### src/rtl/sap1_pkg.sv
// Shared SAP-1 definitions: opcodes, one-hot ring states, control-word layout.
package sap1_pkg;

    localparam logic [3:0] OP_LDA = 4'b0000;
    localparam logic [3:0] OP_ADD = 4'b0001;
    localparam logic [3:0] OP_SUB = 4'b0010;
    localparam logic [3:0] OP_OUT = 4'b1110;
    localparam logic [3:0] OP_HLT = 4'b1111;

    localparam logic [5:0] T1 = 6'b000001;
    localparam logic [5:0] T2 = 6'b000010;
    localparam logic [5:0] T3 = 6'b000100;
    localparam logic [5:0] T4 = 6'b001000;
    localparam logic [5:0] T5 = 6'b010000;
    localparam logic [5:0] T6 = 6'b100000;

    typedef logic [11:0] cw_t;

    // Control-word bit positions, MSB first in the classic SAP-1 order.
    localparam int CW_CP  = 11;
    localparam int CW_EP  = 10;
    localparam int CW_NLM = 9;
    localparam int CW_NCE = 8;
    localparam int CW_NLI = 7;
    localparam int CW_NEI = 6;
    localparam int CW_NLA = 5;
    localparam int CW_EA  = 4;
    localparam int CW_SU  = 3;
    localparam int CW_EU  = 2;
    localparam int CW_NLB = 1;
    localparam int CW_NLO = 0;

    // All active-low strobes high, all active-high strobes low.
    localparam cw_t CW_IDLE = 12'b0011_1110_0011;

endpackage

### src/rtl/controller_sequencer_if.sv
// Opcode in, control strobes and sequencer status out.
interface controller_sequencer_if;
    logic [3:0] opcode;
    logic       Cp;
    logic       Ep;
    logic       nLm;
    logic       nCE;
    logic       nLi;
    logic       nEi;
    logic       nLa;
    logic       Ea;
    logic       Su;
    logic       Eu;
    logic       nLb;
    logic       nLo;
    logic       halt;
    logic [5:0] tstate;

    modport master (
        input  opcode,
        output Cp, Ep, nLm, nCE, nLi, nEi, nLa, Ea, Su, Eu, nLb, nLo, halt, tstate
    );

    modport slave (
        output opcode,
        input  Cp, Ep, nLm, nCE, nLi, nEi, nLa, Ea, Su, Eu, nLb, nLo, halt, tstate
    );
endinterface

### src/rtl/controller_sequencer_ring_counter.sv
// Six-state one-hot ring counter T1..T6; advances each clock while en is high.
module ring_counter
    import sap1_pkg::*;
(
    input  logic       clk,
    input  logic       clr,
    input  logic       en,
    output logic [5:0] t
);

    always_ff @(posedge clk) begin
        if (clr) begin
            t <= T1;
        end else if (en) begin
            t <= {t[4:0], t[5]};
        end
    end

endmodule

### src/rtl/controller_sequencer.sv
// SAP-1 controller-sequencer: ring counter plus halt flag, control word decoded
// combinationally from the registered state and the IR opcode.
module controller_sequencer
    import sap1_pkg::*;
(
    input  logic                   clk,
    input  logic                   clr,
    controller_sequencer_if.master bus
);

    logic [5:0] t;
    logic       halted;
    logic       halt;
    cw_t        cw;

    // halt is combinational in T4 so the ring freezes on the same edge that sets halted.
    assign halt = halted | ((t == T4) && (bus.opcode == OP_HLT));

    ring_counter u_ring (
        .clk (clk),
        .clr (clr),
        .en  (~halt),
        .t   (t)
    );

    always_ff @(posedge clk) begin
        if (clr) begin
            halted <= 1'b0;
        end else if (halt) begin
            halted <= 1'b1;
        end
    end

    always_comb begin
        cw = CW_IDLE;
        if (!halted) begin
            case (t)
                T1: begin
                    cw[CW_EP]  = 1'b1;
                    cw[CW_NLM] = 1'b0;
                end
                T2: cw[CW_CP] = 1'b1;
                T3: begin
                    cw[CW_NCE] = 1'b0;
                    cw[CW_NLI] = 1'b0;
                end
                T4: begin
                    case (bus.opcode)
                        OP_LDA, OP_ADD, OP_SUB: begin
                            cw[CW_NLM] = 1'b0;
                            cw[CW_NEI] = 1'b0;
                        end
                        OP_OUT: begin
                            cw[CW_EA]  = 1'b1;
                            cw[CW_NLO] = 1'b0;
                        end
                        default: cw = CW_IDLE;
                    endcase
                end
                T5: begin
                    case (bus.opcode)
                        OP_LDA: begin
                            cw[CW_NCE] = 1'b0;
                            cw[CW_NLA] = 1'b0;
                        end
                        OP_ADD, OP_SUB: begin
                            cw[CW_NCE] = 1'b0;
                            cw[CW_NLB] = 1'b0;
                            cw[CW_SU]  = (bus.opcode == OP_SUB);
                        end
                        default: cw = CW_IDLE;
                    endcase
                end
                T6: begin
                    if (bus.opcode == OP_ADD || bus.opcode == OP_SUB) begin
                        cw[CW_NLA] = 1'b0;
                        cw[CW_EU]  = 1'b1;
                        cw[CW_SU]  = (bus.opcode == OP_SUB);
                    end
                end
                default: cw = CW_IDLE;
            endcase
        end
    end

    assign bus.Cp     = cw[CW_CP];
    assign bus.Ep     = cw[CW_EP];
    assign bus.nLm    = cw[CW_NLM];
    assign bus.nCE    = cw[CW_NCE];
    assign bus.nLi    = cw[CW_NLI];
    assign bus.nEi    = cw[CW_NEI];
    assign bus.nLa    = cw[CW_NLA];
    assign bus.Ea     = cw[CW_EA];
    assign bus.Su     = cw[CW_SU];
    assign bus.Eu     = cw[CW_EU];
    assign bus.nLb    = cw[CW_NLB];
    assign bus.nLo    = cw[CW_NLO];
    assign bus.halt   = halt;
    assign bus.tstate = t;

endmodule

### src/flat_wrapper.sv
// flat-port wrapper written by rule: the top's interface ports become plain ports
module controller_sequencer_flat import sap1_pkg::*;
  (clk, clr, bus_opcode, bus_Cp, bus_Ep, bus_nLm, bus_nCE, bus_nLi, bus_nEi, bus_nLa, bus_Ea, bus_Su, bus_Eu, bus_nLb, bus_nLo, bus_halt, bus_tstate);
  controller_sequencer_if bus_i ();
  input  logic clk;
  input  logic clr;
  input wire logic [$bits(bus_i.opcode)-1:0] bus_opcode;
  output wire logic [$bits(bus_i.Cp)-1:0] bus_Cp;
  output wire logic [$bits(bus_i.Ep)-1:0] bus_Ep;
  output wire logic [$bits(bus_i.nLm)-1:0] bus_nLm;
  output wire logic [$bits(bus_i.nCE)-1:0] bus_nCE;
  output wire logic [$bits(bus_i.nLi)-1:0] bus_nLi;
  output wire logic [$bits(bus_i.nEi)-1:0] bus_nEi;
  output wire logic [$bits(bus_i.nLa)-1:0] bus_nLa;
  output wire logic [$bits(bus_i.Ea)-1:0] bus_Ea;
  output wire logic [$bits(bus_i.Su)-1:0] bus_Su;
  output wire logic [$bits(bus_i.Eu)-1:0] bus_Eu;
  output wire logic [$bits(bus_i.nLb)-1:0] bus_nLb;
  output wire logic [$bits(bus_i.nLo)-1:0] bus_nLo;
  output wire logic [$bits(bus_i.halt)-1:0] bus_halt;
  output wire logic [$bits(bus_i.tstate)-1:0] bus_tstate;
  assign bus_i.opcode = bus_opcode;
  assign bus_Cp = bus_i.Cp;
  assign bus_Ep = bus_i.Ep;
  assign bus_nLm = bus_i.nLm;
  assign bus_nCE = bus_i.nCE;
  assign bus_nLi = bus_i.nLi;
  assign bus_nEi = bus_i.nEi;
  assign bus_nLa = bus_i.nLa;
  assign bus_Ea = bus_i.Ea;
  assign bus_Su = bus_i.Su;
  assign bus_Eu = bus_i.Eu;
  assign bus_nLb = bus_i.nLb;
  assign bus_nLo = bus_i.nLo;
  assign bus_halt = bus_i.halt;
  assign bus_tstate = bus_i.tstate;
  controller_sequencer u_core (.clk(clk), .clr(clr), .bus(bus_i));
endmodule
### config.mk
export PLATFORM = sky130hd
export DESIGN_NAME = controller_sequencer_flat
export DESIGN_NICKNAME = d
export VERILOG_FILES = /design/src/rtl/sap1_pkg.sv /design/src/rtl/controller_sequencer_if.sv /design/src/rtl/controller_sequencer_ring_counter.sv /design/src/rtl/controller_sequencer.sv /design/src/flat_wrapper.sv
export SDC_FILE = /design/constraint.sdc
export NUM_CORES = 1
export LEC_CHECK = 0
export ABC_AREA = 1
export CAP_MARGIN = 10
export CORE_MARGIN = 5
export CORE_UTILIZATION = 25
export DETAILED_ROUTE_END_ITERATION = 8
export GPL_TIMING_DRIVEN = 1
export PLACE_DENSITY = 0.52
export SYNTH_ARGS = -nofsm -noshare
export SYNTH_HDL_FRONTEND = slang
export SYNTH_SLANG_ARGS = --single-unit
### constraint.sdc
create_clock -name clk -period 2.2 [get_ports clk]
set_input_delay 0.55 -clock clk [delete_from_list [all_inputs] [get_ports clk]]
set_output_delay 0.55 -clock clk [all_outputs]
set_load 0.005 [all_outputs]
==> insert_results.sql, run 1 <==
INSERT INTO impl_metrics (metric_group, metric, value, unit) VALUES
('synth', 'syn-cell-area', '546.8', 'sq um'),
('setup_path', 'slowest_delay', '0.22', 'ns'),
('synth', 'synth_area_leaders', 'dfxtp_1, nor2_1, nand2_1', ''),
('global_route', 'groute.layer.met2.usage', '0.1832', ''),
('setup_path', 'crit_type', 'input port to output port', ''),
('sta', 'fin_setup_tns', '0', 'ns'),
('synth', 'post-synth-top-area-cell', 'dfxtp_1', ''),
('layout', 'num-fill-cells', '242', ''),
('hold_path', 'hold_path_depth', '2', ''),
('routing', 'routed_wire_length_per_instance', '11.12', 'microns'),
('setup_path', 'crit_path_top_delay_cell', 'clkdlybuf4s15_1', ''),
('setup_path', 'r2r-start', 'u_core.u_ring.t[1]', ''),
('floorplanning', 'die-height', '56.77', 'microns'),
('floorplanning', 'ios', '25', ''),
('sta', 'finalSetupViolations', '0', ''),
('setup_path', 'worst_ep_required_time', '1.65', 'ns'),
('setup_path', 'cells_along_the_critical_path', 'clkdlybuf4s15_1, nand2_2, nand3_2, buf_4, nor3_2, clkdlybuf4s15_1', ''),
('place', 'port-buffer-count', '24', ''),
('clock_network', 'cts.path.max_buffers', '2', ''),
('global_route', 'grt.overflow.total', '0', ''),
('sta', 'final-hold-violation-count', '0', ''),
('sta', 'final_max_slew_viol_count', '0', ''),
('setup_path', 'timing.reg2reg.worst_path_depth', '8', ''),
('floorplanning', 'design.die.area', '3222', 'sq um'),
('setup_path', 'endpoint_class_of_the_critical_path', 'output port', ''),
('layout', 'final_nets', '131', ''),
('global_route', 'global_route.usage.met1', '0.1213', ''),
('routing', 'detail_route.wirelength', '1690', 'microns'),
('global_route', 'global_route.peak_usage_layer', 'met2', ''),
('setup_path', 'regToRegEndpoint', 'u_core.u_ring.t[2]', ''),
('power', 'power.density_cell_area', '339.6', 'nW/um^2'),
('sta', 'period_needed', '2.117', 'ns'),
('sta', 'skew', '0.002821', 'ns'),
('hold_path', 'timing.hold.worst.start', 'u_core.u_ring.t[2]', ''),
('clock_network', 'clkTransAtPathRegs', '0.05', 'ns'),
('global_route', 'global_route_wire_length_before_repair', '2711', 'microns'),
('routing', 'detail-route-antenna-nets', '0', ''),
('place', 'place_hpwl', '1214', 'microns'),
('floorplanning', 'initial_utilization', '0.2545', ''),
('run_status', 'run_status', 'completed', ''),
('global_route', 'number_of_antenna_violations_at_the_first_check_in_global_routing', '0', ''),
('global_route', 'grtUsageMet3', '0.02069', ''),
('synth', 'yosys_warnings', '0', ''),
('layout', 'n_antenna_cell', '0', ''),
('synth', 'synth_cell_type_count', '23', ''),
('hold_path', 'min_to', 'u_core.u_ring.t[2]', ''),
('synth', 'synth_top_cell_area_share', '0.2563', ''),
('sta', 'hold_slack', '0.5115', 'ns'),
('routing', 'dr.pass1.iters', '4', ''),
('layout', 'area.growth.synth_to_final', '81.92', '%'),
('global_route', 'total_track_usage', '0.1078', ''),
('setup_path', 'buf_inv_on_cp', '3', ''),
('global_route', 'grt_max_degree', '9', ''),
('clock_network', 'insertion_delay', '0.25', 'ns'),
('floorplanning', 'core_area', '2148', 'sq um'),
('clock_network', 'cell_chosen_for_the_clock_root', 'clkbuf_4', ''),
('setup_path', 'cp_data_arrival_time', '1.57', 'ns'),
('layout', 'post_route_cells_drive_above_1_share', '0.4355', ''),
('floorplanning', 'fp.dieW', '56.77', 'microns'),
('routing', 'drt_iter0_markers', '8', ''),
('setup_path', 'cp_common_cell', 'clkdlybuf4s15_1', ''),
('synth', 'seq_total_area_yosys', '0.2563', ''),
('place', 'place_congestion', '0.7329', ''),
('clock_network', 'numClockSinks', '7', ''),
('setup_path', 'timing.reg2reg.setup_slack', '0.94', 'ns'),
('routing', 'via_count', '679', ''),
('power', 'vdd_ir_drop_max', '0.2612', 'mV'),
('setup_path', 'type_of_origin_of_the_critical_path', 'input port', ''),
('setup_path', 'crit_family', 'buffers and inverters', ''),
('global_route', 'first_global_vias', '614', ''),
('clock_network', 'cts_tree', 'yes', '');
[per-layer routing]
metal / up-vias / share of wire
li1: 350 / -
met1: 301 / 0.40
met2: 24 / 0.50
met3: 4 / 0.070
met4: 0 / 0.024
met5: - / 0
[where the power goes]
group	internal (mW)	switching, mW
logic	0.0453	0.0439
clock network	0.0690	0.0446
registers	0.131	0.00413
total	0.245	0.0927
[cells by family after synthesis]
family | synth area share
buf+inv | 0.08925
mux | 0.01831
flops | 0.2563
simple gates | 0.5423
compound gates | 0.09382
[worst register-to-register path, cell delays in order, from the launching register on]
cell and delay, ns:
dfxtp_1 0.30, inv_1 0.08, nand2_2 0.07, buf_4 0.15
nor2_4 0.11, nand3_4 0.08, buf_4 0.17, a21oi_1 0.13
nor2_1 0.05
[cells in the mapped netlist (all sizes together)]
cell type and count:
a21oi 8, mux2i 1, o21ai 1, nor4 3
inv 10, nand2 17, nand4 1, buf 1
nand3 8, nor3 2, clkinv 1, dfxtp 7
nor2 19, nand3b 1, a31oi 1
[per-stage QoR]
| step | util | instances | cell area [sq um] | worst slack (ns) | power (mW) |
|---|---|---|---|---|---|
| after detailed placement | 0.4001 | 138 | 859.6 | -0.4419 | 0.2140 |
| after global routing | 0.4630 | 152 | 994.7 | -0.02292 | 0.3591 |
| final | 0.4630 | 152 | 994.7 | 0.08299 | 0.3378 |
| after global placement | 0.4001 | 138 | 859.6 | -0.4336 | 0.2142 |
| after CTS | 0.4426 | 148 | 950.9 | 0.01845 | 0.3359 |
| after floorplan | - | 81 | 546.8 | 0.5622 | 0.1738 |
[worst max-delay path by stage]
| stage | start | end | slack, ns | cells past startpoint |
|---|---|---|---|---|
| final | bus_opcode[0] | bus_Eu | 0.08 | 6 |
| after global routing | u_core.u_ring.t[4] | bus_nLa | -0.02 | 7 |
| after CTS | u_core.u_ring.t[3] | bus_Eu | 0.02 | 8 |
| after detailed placement | bus_opcode[3] | bus_Eu | -0.44 | 5 |
| after global placement | bus_opcode[3] | bus_Eu | -0.43 | 5 |
| after floorplan | bus_opcode[3] | bus_nLb | 0.56 | 4 |
[layout make-up]
cell class,instances,share of cell area
Clock buffer,4,0.02642
Inverter,11,0.04277
Multi-Input combinational cell,62,0.4038
Sequential cell,7,0.1484
Tap cell,28,0.03522
Timing Repair Buffer,40,0.3434
[placed cells by master, fill, tap and decap left out, types with 2 or more instances in the layout]
cell,count
buf_4,16
nor2_1,11
dlygate4sd2_1,10
nand2_1,9
nand2_2,8
clkdlybuf4s50_1,8
inv_1,7
a21oi_1,7
nor2_4,5
nand3_1,4
inv_2,3
nand3_2,3
nor2_2,3
clkbuf_4,3
dfxtp_2,3
dfxtp_1,3
clkdlybuf4s15_1,2
clkbuf_2,2
[sequential cells by signal (all words and copies together) (netlist names)]
signal           count
u_core.halted        1
u_core.u_ring.t      6
[timing repair]
action | in CTS | in global routing
setup buffers | 6 | 4
setup endpoints to repair | 12 | 3
hold buffers | 0 | 0
gates cloned | 0 | 0
resized for setup | 32 | 11
pin swaps | 11 | 3
No activity file was read; power rests on OpenSTA's default activity.
==> inputs of run 2 (changes only) <==
--- a/config.mk
+++ b/config.mk
@@ -15,3 +15,4 @@
 export SYNTH_ARGS = -nofsm -noshare
 export SYNTH_HDL_FRONTEND = slang
 export SYNTH_SLANG_ARGS = --single-unit
+export TNS_END_PERCENT = 1
==> run 2 against run 1 <==
Effect of this change: sequential power barely moved; clock power hardly changed; die area did not move; fmax rose by 0.62%; combinational power shrank 11%; final area shrank 5.0%; register-to-register slack improved by 0.08 ns; via count shrank 3.2%; worst hold slack improved by 0.038 ns; wire length decreased by 8.7%; utilization is 2.3 points lower; first-iteration DRC count fell by 38%; largest cell class unchanged; largest power group unchanged; highest routed layer unchanged.
==> insert_results.sql, run 2 (same netlist as run 1, synthesis figures left out) <==
INSERT INTO impl_metrics (metric_group, metric, value, unit) VALUES
('layout', 'most_flops_register', 'u_core.u_ring.t', ''),
('setup_path', 'crit_type', 'input port to output port', ''),
('sta', 'final_max_slew_viol_count', '0', ''),
('layout', 'most_frequent_cells_in_the_layout', 'buf_4, nor2_1, nand2_1, clkdlybuf4s50_1, dlygate4sd2_1', ''),
('clock_network', 'hold_buffers', '0', ''),
('setup_path', 'crit_path_max_fanout', '2', ''),
('floorplanning', 'design.die.area', '3222', 'sq um'),
('routing', 'vias_per_cell', '4.439', ''),
('routing', 'routed_wire_length_per_instance', '10.43', 'microns'),
('layout', 'num-fill-cells', '244', ''),
('setup_path', 'type_of_origin_of_the_critical_path', 'input port', ''),
('layout', 'area.growth.synth_to_final', '72.77', '%'),
('floorplanning', 'initial_utilization', '0.2545', ''),
('sta', 'final-hold-violation-count', '0', ''),
('setup_path', 'endpoint_class_of_the_critical_path', 'output port', ''),
('clock_network', 'cts_tree', 'yes', ''),
('clock_network', 'clkTransAtPathRegs', '0.05', 'ns'),
('global_route', 'global_route_wire_length_before_repair', '2566', 'microns'),
('sta', 'finalCritPeriodShare', '0.9563', ''),
('floorplanning', 'ios', '25', ''),
('global_route', 'first_global_vias', '583', ''),
('routing', 'drt_iter0_markers', '5', ''),
('layout', 'largestRegisters', 'u_core.u_ring.t x6, u_core.halted x1', ''),
('clock_network', 'insertion_delay', '0.25', 'ns'),
('place', 'place_hpwl', '1214', 'microns'),
('flow_run', 'maxCapViolCount', '0', ''),
('floorplanning', 'die-height', '56.77', 'microns'),
('routing', 'via_count', '657', ''),
('layout', 'count_of_placed_standard_cells_in_the_final_layout_fillers_left_out', '148', ''),
('floorplanning', 'placement_rows', '17', ''),
('routing', 'remaining_drc_errors', '0', ''),
('layout', 'largest_register_ff_count', '6', ''),
('global_route', 'total_track_usage', '0.1008', ''),
('layout', 'post_route_cells_drive_above_1_share', '0.3917', ''),
('sta', 'finalSetupViolations', '0', ''),
('setup_path', 'cp_data_arrival_time', '1.55', 'ns'),
('layout', 'final_nets', '127', ''),
('global_route', 'grt_max_degree', '9', ''),
('place', 'place_congestion', '0.7329', ''),
('power', 'p_leak', '0.4108', 'nW'),
('global_route', 'grt.overflow.total', '0', ''),
('sta', 'skew', '0.002794', 'ns'),
('routing', 'detail-route-antenna-nets', '0', ''),
('sta', 'fmax', '0.4753', 'GHz'),
('sta', 'period_needed', '2.104', 'ns'),
('clock_network', 'cell_chosen_for_the_clock_root', 'clkbuf_4', ''),
('clock_network', 'numClockSinks', '7', ''),
('sta', 'timing.max_slew.rel_slack', '0.8265', ''),
('clock_network', 'cts_buffers', '3', ''),
('clock_network', 'cts.path.max_buffers', '2', ''),
('sta', 'hold_slack', '0.5496', 'ns'),
('sta', 'setup_repair_after_global_routing_missed_its_margin', 'yes', ''),
('floorplanning', 'core_area', '2148', 'sq um'),
('clock_network', 'ctsHtreeMaxLevel', '1', ''),
('place', 'port-buffer-count', '24', ''),
('sta', 'max_slew.worst_pin.slew', '0.2581', 'ns'),
('place', 'placed_cells', '138', ''),
('layout', 'n_antenna_cell', '0', ''),
('routing', 'detail_route.wirelength', '1543', 'microns'),
('hold_path', 'hold_path_class', 'flip-flop to flip-flop', ''),
('power', 'vdd_ir_drop_max', '0.2555', 'mV'),
('floorplanning', 'fp.dieW', '56.77', 'microns'),
('layout', 'layout.cells.most_common', 'buf_4', ''),
('setup_path', 'worst_ep_required_time', '1.65', 'ns'),
('global_route', 'number_of_antenna_violations_at_the_first_check_in_global_routing', '0', ''),
('run_status', 'run_status', 'completed', ''),
('power', 'power.density_cell_area', '348.3', 'nW/um^2'),
('routing', 'dr.pass1.iters', '4', '');
[run 2: timing repair]
item | CTS | global route
hold endpoints to repair | 0 | 0
endpoints found under the setup margin | 12 | 8
setup buffers | 3 | 3
gates resized for setup | 27 | 11
pin swaps | 8 | 1
[run 2: stage by stage]
step / util / power, mW / instance area, sq um / worst slack (ns) / setup TNS [ns]
after floorplan: - / 0.1738 / 546.8 / 0.5622 / 0
after global placement: 0.4001 / 0.2142 / 859.6 / -0.4336 / -3.704
after detailed placement: 0.4001 / 0.2140 / 859.6 / -0.4419 / -3.701
after CTS: 0.4304 / 0.3331 / 924.6 / -0.05075 / -0.09655
after global routing: 0.4397 / 0.3503 / 944.7 / -0.001094 / -0.001094
final: 0.4397 / 0.3290 / 944.7 / 0.09611 / 0
[run 2: power by group]
part | switching [mW] | internal, mW
combinational | 0.0413 | 0.0384
clock | 0.0448 | 0.0691
sequential | 0.00403 | 0.131
total | 0.0901 | 0.239
[run 2: final cells by class]
cell class              count  area (sq um)  share of cell area
clock buffers               4         26.28             0.02781
inverters                  11         42.54             0.04503
multi-input cells          62         395.4              0.4185
flip-flops and latches      7         143.9              0.1523
well taps                  28         35.03             0.03709
repair buffers             36         301.5              0.3192
[run 2: critical path, cell delays in order]
cell and delay, ns:
clkbuf_2 0.12, nand2_2 0.10, nor2_4 0.13, nand3_4 0.08
nand2_2 0.07, clkdlybuf4s50_1 0.50
[run 2: worst paths after layout]
kind | end | cells after the start | from | slack, ns
worst min register to register | u_core.u_ring.t[3] | 2 | u_core.u_ring.t[3] | 0.55
worst max-delay path | bus_halt | 6 | bus_opcode[2] | 0.1
worst max register to register | u_core.u_ring.t[2] | 6 | u_core.u_ring.t[5] | 1.02
worst min-delay path | u_core.u_ring.t[3] | 2 | u_core.u_ring.t[3] | 0.55
[run 2: metal layers]
metal  global-route usage  wire length (microns)
met5                    0                      0
met4              0.06954                     40
met3              0.02069                    102
met2               0.1601                    748
met1               0.1199                    651
==> inputs of run 3 (changes only) <==
--- a/config.mk
+++ b/config.mk
@@ -10,6 +10,7 @@
 export CORE_MARGIN = 5
 export CORE_UTILIZATION = 25
 export DETAILED_ROUTE_END_ITERATION = 8
+export GPL_ROUTABILITY_DRIVEN = 0
 export GPL_TIMING_DRIVEN = 1
 export PLACE_DENSITY = 0.52
 export SYNTH_ARGS = -nofsm -noshare
==> results of run 3 <==
Final layout, timing and power as in run 2 (identical DEF).
